--- config.mk ---
export PLATFORM = sky130hd
export DESIGN_NAME = qser_packer
export DESIGN_NICKNAME = d
export VERILOG_FILES = /design/src/rtl/qser_pkg.sv /design/src/rtl/qser_packer_agu.sv /design/src/rtl/qser_packer.sv
export SDC_FILE = /design/constraint.sdc
export NUM_CORES = 1
export LEC_CHECK = 0
export BUFFER_PORTS_ARGS = -buffer_cell sky130_fd_sc_hd__buf_2
export CAP_MARGIN = 20
export CORE_MARGIN = 2
export CORE_UTILIZATION = 30
export CTS_BUF_LIST = sky130_fd_sc_hd__clkbuf_4 sky130_fd_sc_hd__clkbuf_8
export DETAILED_ROUTE_END_ITERATION = 16
export GPL_TIMING_DRIVEN = 0
export PLACE_DENSITY = 0.63
export SETUP_SLACK_MARGIN = 0.3
export SKIP_LAST_GASP = 1
export SLEW_MARGIN = 20
export SYNTH_ARGS = -nofsm -noshare
export SYNTH_HDL_FRONTEND = slang
export SYNTH_SLANG_ARGS = --single-unit
--- constraint.sdc ---
create_clock -name clk -period 6.9 [get_ports clk]
set_input_delay 0 -clock clk [delete_from_list [all_inputs] [get_ports clk]]
set_output_delay 0 -clock clk [all_outputs]
set_load 0.02 [all_outputs]
--- src/rtl/qser_pkg.sv ---
`default_nettype none
// ============================================================================
// Module      : qser_pkg
// Description : Shared types and default sizes for the quantizer/serializer
//               packer (state encoding, job configuration record).
// Revision    : 1.0 - initial release
// ============================================================================
package qser_pkg;

    localparam int QS_N        = 64;
    localparam int QS_BWIN     = 32;
    localparam int QS_BWMSBIDX = $clog2(QS_BWIN);
    localparam int QS_BWPREC   = $clog2(QS_BWIN) + 1;
    localparam int QS_BWNVEC   = 16;
    localparam int QS_BWADDR   = 15;

    typedef enum logic [1:0] {
        ST_IDLE   = 2'd0,
        ST_WAITIN = 2'd1,
        ST_EMIT   = 2'd2,
        ST_FIN    = 2'd3
    } state_t;

    typedef struct packed {
        logic [QS_BWMSBIDX-1:0] msbidx;
        logic [QS_BWPREC-1:0]   prec;
        logic [QS_BWNVEC-1:0]   nvec;
        logic [QS_BWADDR-1:0]   baseaddr;
    } cfg_t;

endpackage : qser_pkg
`default_nettype wire

--- src/rtl/qser_packer_agu.sv ---
`default_nettype none
// ============================================================================
// Module      : qser_packer_agu
// Description : Write-address generator with bit-plane and vector counters,
//               flagging the last plane of a vector and the last vector.
// Revision    : 1.0 - initial release
// ============================================================================
module qser_packer_agu
    import qser_pkg::*;
#(
    parameter int BWPREC = QS_BWPREC,
    parameter int BWNVEC = QS_BWNVEC,
    parameter int BWADDR = QS_BWADDR
) (
    input  logic              clk,
    input  logic              rst,
    input  logic              i_init,
    input  logic [BWADDR-1:0] i_base,
    input  logic [BWPREC-1:0] i_prec,
    input  logic [BWNVEC-1:0] i_nvec,
    input  logic              i_load,
    input  logic              i_fire,
    output logic [BWADDR-1:0] o_addr,
    output logic              o_last_plane,
    output logic              o_last_vec
);

    localparam logic [BWPREC-1:0] c_PREC_ONE = BWPREC'(1);
    localparam logic [BWNVEC-1:0] c_NVEC_ONE = BWNVEC'(1);
    localparam logic [BWADDR-1:0] c_ADDR_ONE = BWADDR'(1);

    logic [BWADDR-1:0] r_addr;
    logic [BWPREC-1:0] r_plane;
    logic [BWNVEC-1:0] r_vec;
    logic              w_last_plane;
    logic              w_last_vec;

    // prec and nvec are guaranteed non-zero while a job is running
    assign w_last_plane = (r_plane == (i_prec - c_PREC_ONE));
    assign w_last_vec   = (r_vec   == (i_nvec - c_NVEC_ONE));

    always_ff @(posedge clk) begin
        if (rst) begin
            r_addr  <= '0;
            r_plane <= '0;
            r_vec   <= '0;
        end else begin
            if (i_init) begin
                r_addr <= i_base;
                r_vec  <= '0;
            end else if (i_fire) begin
                r_addr <= r_addr + c_ADDR_ONE;
                if (w_last_plane) begin
                    r_vec <= r_vec + c_NVEC_ONE;
                end
            end

            if (i_load) begin
                r_plane <= '0;
            end else if (i_fire) begin
                r_plane <= r_plane + c_PREC_ONE;
            end
        end
    end

    assign o_addr       = r_addr;
    assign o_last_plane = w_last_plane;
    assign o_last_vec   = w_last_vec;

endmodule : qser_packer_agu
`default_nettype wire

--- src/rtl/qser_packer.sv ---
`default_nettype none
// ============================================================================
// Module      : qser_packer
// Description : Sequences a bank of bit-serial serializer lanes and packs one
//               bit per lane per step into bit-plane words written to memory.
//               Optional cycle counters enabled by QSER_PACKER_PERF_EN.
// Revision    : 1.0 - initial release
// ============================================================================
module qser_packer
    import qser_pkg::*;
#(
    parameter int N        = QS_N,
    parameter int BWIN     = QS_BWIN,
    parameter int BWMSBIDX = $clog2(BWIN),
    parameter int BWPREC   = $clog2(BWIN) + 1,
    parameter int BWNVEC   = QS_BWNVEC,
    parameter int BWADDR   = QS_BWADDR
) (
    input  logic                clk,
    input  logic                rst,
    input  logic                start,
    input  logic [BWMSBIDX-1:0] cfg_msbidx,
    input  logic [BWPREC-1:0]   cfg_prec,
    input  logic [BWNVEC-1:0]   cfg_nvec,
    input  logic [BWADDR-1:0]   cfg_baseaddr,
    input  logic                in_valid,
    output logic                in_ready,
    output logic                qs_load,
    output logic                qs_step,
    output logic [BWMSBIDX-1:0] qs_msbidx,
    input  logic [N-1:0]        qs_bits,
    output logic                wr_valid,
    input  logic                wr_ready,
    output logic [BWADDR-1:0]   wr_addr,
    output logic [N-1:0]        wr_data,
    output logic                busy,
    output logic                done
`ifdef QSER_PACKER_PERF_EN
    ,
    output logic [31:0]         perf_stall,
    output logic [31:0]         perf_wait
`endif
);

    state_t            r_state;
    state_t            w_next;
    cfg_t              r_cfg;
    logic              r_init;
    logic              w_start_idle;
    logic              w_accept;
    logic              w_fire;
    logic [BWADDR-1:0] w_addr;
    logic              w_last_plane;
    logic              w_last_vec;

    assign w_start_idle = (r_state == ST_IDLE) && start;
    assign w_accept     = w_start_idle && (cfg_nvec != '0) && (cfg_prec != '0);

    always_ff @(posedge clk) begin
        if (rst) begin
            r_state <= ST_IDLE;
            r_cfg   <= '0;
            r_init  <= 1'b0;
        end else begin
            r_state <= w_next;
            r_init  <= w_accept;
            if (w_accept) begin
                r_cfg <= '{msbidx:   cfg_msbidx,
                           prec:     cfg_prec,
                           nvec:     cfg_nvec,
                           baseaddr: cfg_baseaddr};
            end
        end
    end

    always_comb begin
        w_next   = r_state;
        in_ready = 1'b0;
        qs_load  = 1'b0;
        qs_step  = 1'b0;
        wr_valid = 1'b0;
        w_fire   = 1'b0;
        busy     = 1'b0;
        done     = 1'b0;
        case (r_state)
            ST_IDLE: begin
                if (start) begin
                    w_next = w_accept ? ST_WAITIN : ST_FIN;
                end
            end
            ST_WAITIN: begin
                busy     = 1'b1;
                in_ready = 1'b1;
                qs_load  = in_valid;
                if (in_valid) begin
                    w_next = ST_EMIT;
                end
            end
            ST_EMIT: begin
                busy     = 1'b1;
                wr_valid = 1'b1;
                w_fire   = wr_ready;
                // Stepping on the accepting edge keeps qs_bits frozen under backpressure
                qs_step  = wr_ready;
                if (wr_ready && w_last_plane) begin
                    w_next = w_last_vec ? ST_FIN : ST_WAITIN;
                end
            end
            ST_FIN: begin
                busy   = 1'b1;
                done   = 1'b1;
                w_next = ST_IDLE;
            end
            default: begin
                w_next = ST_IDLE;
            end
        endcase
    end

    // Address is seeded on the first WAITIN cycle, before any write can fire
    qser_packer_agu #(
        .BWPREC (BWPREC),
        .BWNVEC (BWNVEC),
        .BWADDR (BWADDR)
    ) u_agu (
        .clk          (clk),
        .rst          (rst),
        .i_init       (r_init),
        .i_base       (r_cfg.baseaddr),
        .i_prec       (r_cfg.prec),
        .i_nvec       (r_cfg.nvec),
        .i_load       (qs_load),
        .i_fire       (w_fire),
        .o_addr       (w_addr),
        .o_last_plane (w_last_plane),
        .o_last_vec   (w_last_vec)
    );

    assign qs_msbidx = r_cfg.msbidx;
    assign wr_addr   = wr_valid ? w_addr  : '0;
    assign wr_data   = wr_valid ? qs_bits : '0;

`ifdef QSER_PACKER_PERF_EN
    logic [31:0] r_perf_stall;
    logic [31:0] r_perf_wait;

    always_ff @(posedge clk) begin
        if (rst || w_start_idle) begin
            r_perf_stall <= '0;
            r_perf_wait  <= '0;
        end else begin
            if (wr_valid && !wr_ready && (r_perf_stall != '1)) begin
                r_perf_stall <= r_perf_stall + 32'd1;
            end
            if ((r_state == ST_WAITIN) && !in_valid && (r_perf_wait != '1)) begin
                r_perf_wait <= r_perf_wait + 32'd1;
            end
        end
    end

    assign perf_stall = r_perf_stall;
    assign perf_wait  = r_perf_wait;
`endif

endmodule : qser_packer
`default_nettype wire

* After elaboration in Yosys (flattened, before gate mapping)
Cells that the tools add are included.
** Word-level totals
- Register bits :: 82
- Input bits :: 111
** Operators by class
- Equal/unequal tests :: 8
- $add $sub $neg :: 5
- Muxes and demuxes :: 16
- Reduce and logical (&&, ||, !) cells :: 13
** Operator list (number)
- 64-bit two-way mux :: 1
- 15-bit two-way mux :: 3
- 16-bit by 1-bit adder with 16-bit output, second input constant :: 1
- 16-bit == test :: 1
- 16-bit nonzero test :: 1
- 16-bit by 1-bit subtractor with 16-bit output, second input constant :: 1
- 15-bit by 1-bit adder with 15-bit output, second input constant :: 1
- 2-bit two-way mux :: 5
- 2-bit one-hot mux with 4 select lines :: 1
- 6-bit by 1-bit adder with 6-bit output, second input constant :: 1
- 6-bit == test :: 1
- 1-bit two-way mux :: 6
- 2-bit != test, second input constant :: 3
- 6-bit nonzero test :: 1
- 6-bit by 1-bit subtractor with 6-bit output, second input constant :: 1
- 2-bit == test, second input constant :: 2
- 1-bit logical AND :: 4
- 2-bit OR reduction :: 2
- 3-bit AND reduction :: 1
- 3-bit OR reduction :: 1
- 2-bit by 1-bit == test with 1-bit output, second input constant :: 1
- 2-bit logical NOT :: 1
- 2-bit AND reduction :: 1
- 2-bit nonzero test :: 1

* Depth between registers and ports, before layout
- Depth after elaboration :: 7
- Mapped depth :: 10
- Depth with buffers taken out :: 8

* By module
From an unflattened synthesis, not the netlist that was laid out.
** Unflattened totals
- Cell total of the unflattened synthesis :: 635
- Area, all modules :: 5270.1 um^2
** Modules (own cells, without submodules)
- qser_packer :: instances 1, area an instance 2685.1 um^2, cells each 307
- qser_packer_agu :: instances 1, area an instance 2585.0 um^2, cells each 328

* Worst setup path after synthesis
Ideal clock, no wire load.
- Kind :: register -> register
- From :: reg r_cfg[31] in the netlist's numbering
- To :: reg u_agu.r_vec[8]
- Arrival :: 2.448 ns
- Setup slack :: 4.382 ns
- Stages on the path, launching flop included :: 10
- Path buffers :: 1
- Path through :: dfxtp_1 -> inv_1 -> ha_1 -> xor2_1 -> nand4_1 -> or3_1 -> clkbuf_2 -> nor4_4 -> or3b_1 -> a21oi_1
** On the way
- Word-level cells in the longest chain between the ends :: 3
** Ends and longest elaborated chain
- start: declaration :: RTL line qser_packer.sv:47 : cfg_t r_cfg;
- start signal: assignment :: RTL line qser_packer.sv:68 : r_cfg <= '{msbidx: cfg_msbidx,
- 6-bit by 1-bit subtractor with 6-bit output :: RTL line qser_packer_agu.sv:39 : assign w_last_plane = (r_plane == (i_prec - c_PREC_ONE));
- 6-bit == test :: RTL line qser_packer_agu.sv:39
- 2-bit AND reduction (no line)
- end signal: assignment :: RTL line qser_packer_agu.sv:54 : r_vec <= r_vec + c_NVEC_ONE;
- end: declaration :: RTL line qser_packer_agu.sv:34 : logic [BWNVEC-1:0] r_vec;
Every way passes these cells.
A chain may end at the register's enable or synchronous reset.

* Worst setup path in the final report
- From :: reg r_cfg[31] in the netlist's numbering
- To :: reg u_agu.r_vec[13]
The elaborated chain is that of the path after synthesis.

==> results by group <==
Synthesis
  – Syn. warnings: 0
  – Ys flop type: dfxtp_1
  – Synth Register Bits: 82
  – EDFF count, synth: 0
  – Sequential area share after synthesis: between 30 and 40%
  – Avg Inst Size Synth: about 8.3 µm²
  – Post-synthesis cell type count: 55
  – Post-synthesis cell count: approximately 570
  – Synth Net Count: 688
  – Mapped Area: roughly 4800 µm²
  – Ys async rst share: 0%

Timing
  – Worst rel slew slack: between 30% and 40%
  – Period utilisation layout: 41.4%
  – Setup TNS: 0 ps
  – RSZ-0062 raised after global routing: no
  – Max-slew violations: 0
  – Final Setup Violations: 0
  – Min Tclk post-route: 2860 ps
  – Endpoints failing hold: 0
  – Worst-Margin Slew: 958 ps
  – Fmax: approximately 350 MHz
  – Clock Skew: 7.01 ps

Power and ir drop
  – Leakage: between 3 and 4 nW
  – Clock power share: 32.7%
  – NetSw: 0.000397 W
  – Internal: 0.000866 W
  – Comb pwr share: 26.1%
  – Pwr per Cell Area: between 150 and 200 nW/µm²
  – Seq pwr share: 41.1%
  – Switching Fraction: a little under a third
  – Max VDD drop: 0.0900 mV

Clock tree
  – Root Driver: clkbuf_8
  – Resize count post-CTS: 0
  – Clk slew on worst S/H paths: 90 ps
  – CTS tree: built
  – Clock Latency Late Sink: 370 ps
  – Number of post-CTS setup repair buffers: 0
  – Clock sinks: around 80
  – CTS max path bufs: 2
  – Num CTS Buffers: 9
  – CTS Hold Buffers Added: 44
  – # H-tree levels: 3

Worst hold path
  – Worst Hold Class: input pin to register
  – WHS Path Cells: 4
  – Worst hold path startpoint: wr_ready
  – Min-Delay Endpoint: r_state[1]

Die
  – Rows: 46
  – Die height: 130 µm
  – IO Pins: 201
  – Die area: 16900 µm²
  – Initial Util: around 30%
  – Core ar.: 15700 µm²
  – Die span in x: 130 µm

Placed design
  – Detailed placement HPWL: 10.6 mm
  – PortBufs: around 200
  – GP Congestion: between 0.8 and 0.9
  – Inst Count DP: between 900 and 1000

Global route
  – Initial antenna violation count: 0
  – Largest net degree at the start of global routing: 16
  – Global-route wire length before repair: 20.8 mm
  – Vias in the first global route: 4005
  – Gr ovfl total: 0
  – Total GRT Usage: between 10% and 20%

Worst setup path
  – Setup CP Type: register to register
  – Register-to-Register Path Depth: 9
  – WP buf/inv: 2
  – Reg-to-reg endpoint: u_agu.r_vec[13]
  – Worst reg2reg startpoint: r_cfg[31]
  – Slowest CP cell: dfxtp_1
  – Critical path launch point type: register
  – Critical path required time: roughly 7200 ps
  – Crit path max-delay family: simple AND/OR/NAND/NOR gates
  – R2R setup slack: around 4000 ps
  – CP endpoint kind: register
  – Critical Path Fanout Max: 8
  – CP arrival: 3170 ps
  – Cells along the critical path: inv_1 -> ha_1 -> xor2_1 -> nand4_1 -> or3_1 -> clkbuf_2 -> nor4_4 -> or3b_1 -> a21oi_1
  – Max stage delay on crit path: between 400 and 500 ps

Detailed routing
  – Initial DRT Pass Iterations: 4
  – Vias post-DR: about 4700
  – Post-route ant nets: 0
  – Metal3 WL: 746 µm
  – Wire per inst: 13.4 µm
  – Routed wl met2: between 6 and 7 mm
  – DRT iter0 DRCs: 278
  – Routed WL: between 10 and 15 mm
  – Vias per inst: 4.50
  – Max Used Layer: met4
  – Drc violations: 0
  – WL met1: between 6 and 7 mm

Run
  – Max-cap violations: 0

Finish
  – Fillcell total: 1621
  – Area Growth Syn to Fin: 40.9%
  – Final #Nets: 942
  – Final non-filler cell total: 1048
  – Layout cells sized above 1: 28.9%

Outcome
  – Run status: completed
cell families after synthesis:
kind of cell    share of synthesized area, %
compound gates                          8.11
xor+xnor                                9.22
fa+ha+maj                               1.32
buf+inv                                 4.90
flops                                   34.5
mux                                     9.48
simple gates                            32.4
cells in the final DEF (no fill, tap or decap), types with 6 or more instances in the layout:
cell	netlist	final
nand2_1	26	26
dlygate4sd3_1	0	44
clkbuf_1	27	27
inv_1	12	12
xnor2_1	29	29
nor2_1	79	79
nand4_1	11	11
nor3_1	12	12
nand3_1	12	12
mux2i_1	45	45
xor2_1	21	21
clkbuf_8	0	10
o41ai_1	6	6
buf_2	2	201
nor4_1	11	11
dfxtp_1	82	82
a21oi_1	27	27
and2_1	80	80
cell usage after synthesis (5+ instances only):
| cell type | instances | area share, % |
|---|---|---|
| dfxtp_1 | 82 | 35 |
| and2_1 | 80 | 11 |
| nor2_1 | 79 | 6.2 |
| mux2i_1 | 45 | 9.5 |
| xnor2_1 | 29 | 5.3 |
| a21oi_1 | 27 | 2.8 |
| clkbuf_1 | 27 | 2.1 |
| nand2_1 | 26 | 2.1 |
| xor2_1 | 21 | 3.9 |
| inv_1 | 12 | 0.95 |
| nand3_1 | 12 | 1.3 |
| nor3_1 | 12 | 1.3 |
| nand4_1 | 11 | 1.4 |
| nor4_1 | 11 | 1.4 |
| o41ai_1 | 6 | 1.1 |
| buf_4 | 5 | 0.79 |
| ha_1 | 5 | 1.3 |
| nor4b_1 | 5 | 0.92 |
| or3b_1 | 5 | 0.92 |
| or4_1 | 5 | 0.79 |
metrics by stage:
| step | cell area (µm²) | total power (W) | hold WS, ps | utilization (%) | setup WS (ps) |
|---|---|---|---|---|---|
| after floorplan | 4750 | 0.000736 | 144 | - | 4380 |
| after global placement | 6020 | 0.000839 | 232 | 38.4 | 4070 |
| after detailed placement | 6020 | 0.000840 | 240 | 38.4 | 4090 |
| after CTS | 6690 | 0.00128 | 82.4 | 42.8 | 4040 |
| after global routing | 6690 | 0.00133 | 130 | 42.8 | 3810 |
| final | 6700 | 0.00126 | 103 | 42.8 | 4040 |
power groups by stage:
stage | clock network [W] | registers [W] | logic [W]
floorplan | 0 | 0.000524 | 0.000212
global placement | 0 | 0.000530 | 0.000309
detailed placement | 0 | 0.000531 | 0.000309
CTS | 0.000427 | 0.000520 | 0.000331
global route | 0.000445 | 0.000524 | 0.000364
finish | 0.000414 | 0.000520 | 0.000330
state kept, by name (all words and copies together) (netlist names):
signal and cells:
r_state 2, u_agu.o_addr 15, r_init 1, r_cfg 37, qs_msbidx 5, u_agu.r_vec 16
u_agu.r_plane 6
how the worst max path moves through the flow:
stage / depth (start not counted) / slack, ps / endpoint / startpoint
after floorplan: 9 / 4380 / u_agu.r_vec[8] / r_cfg[31]
after global placement: 9 / 4070 / u_agu.r_vec[8] / r_cfg[31]
after detailed placement: 9 / 4090 / u_agu.r_vec[13] / r_cfg[31]
after CTS: 9 / 4040 / u_agu.r_vec[8] / r_cfg[31]
after global routing: 9 / 3810 / u_agu.r_vec[8] / r_cfg[31]
final: 9 / 4040 / u_agu.r_vec[13] / r_cfg[31]
worst min-delay path, cell delays in order:
cell,delay (ps)
buf_2,120
nand4_1,80
o2111ai_1,130
o31ai_1,100
metal layers:
| metal | track usage (%) | vias up |
|---|---|---|
| met3 | 2.58 | 12 |
| met2 | 22.9 | 123 |
| met4 | 4.93 | 0 |
| met5 | 0 | - |
| met1 | 23.2 | 2122 |
| li1 | - | 2461 |
area by class of cell:
| class | instances | area, µm² | share of cell area (%) |
|---|---|---|---|
| inverter | 14 | 52.6 | 0.785 |
| sequential | 82 | 1640 | 24.5 |
| clock inverter | 6 | 96.3 | 1.44 |
| antenna | 1 | 2.50 | 0.0374 |
| tap | 216 | 270 | 4.04 |
| clock buffer | 10 | 138 | 2.06 |
| timing repair buffer | 243 | 1440 | 21.5 |
| multi-input combinational | 436 | 2880 | 43.0 |
| buffer | 40 | 180 | 2.69 |
Power figures use the tool's default switching activity.
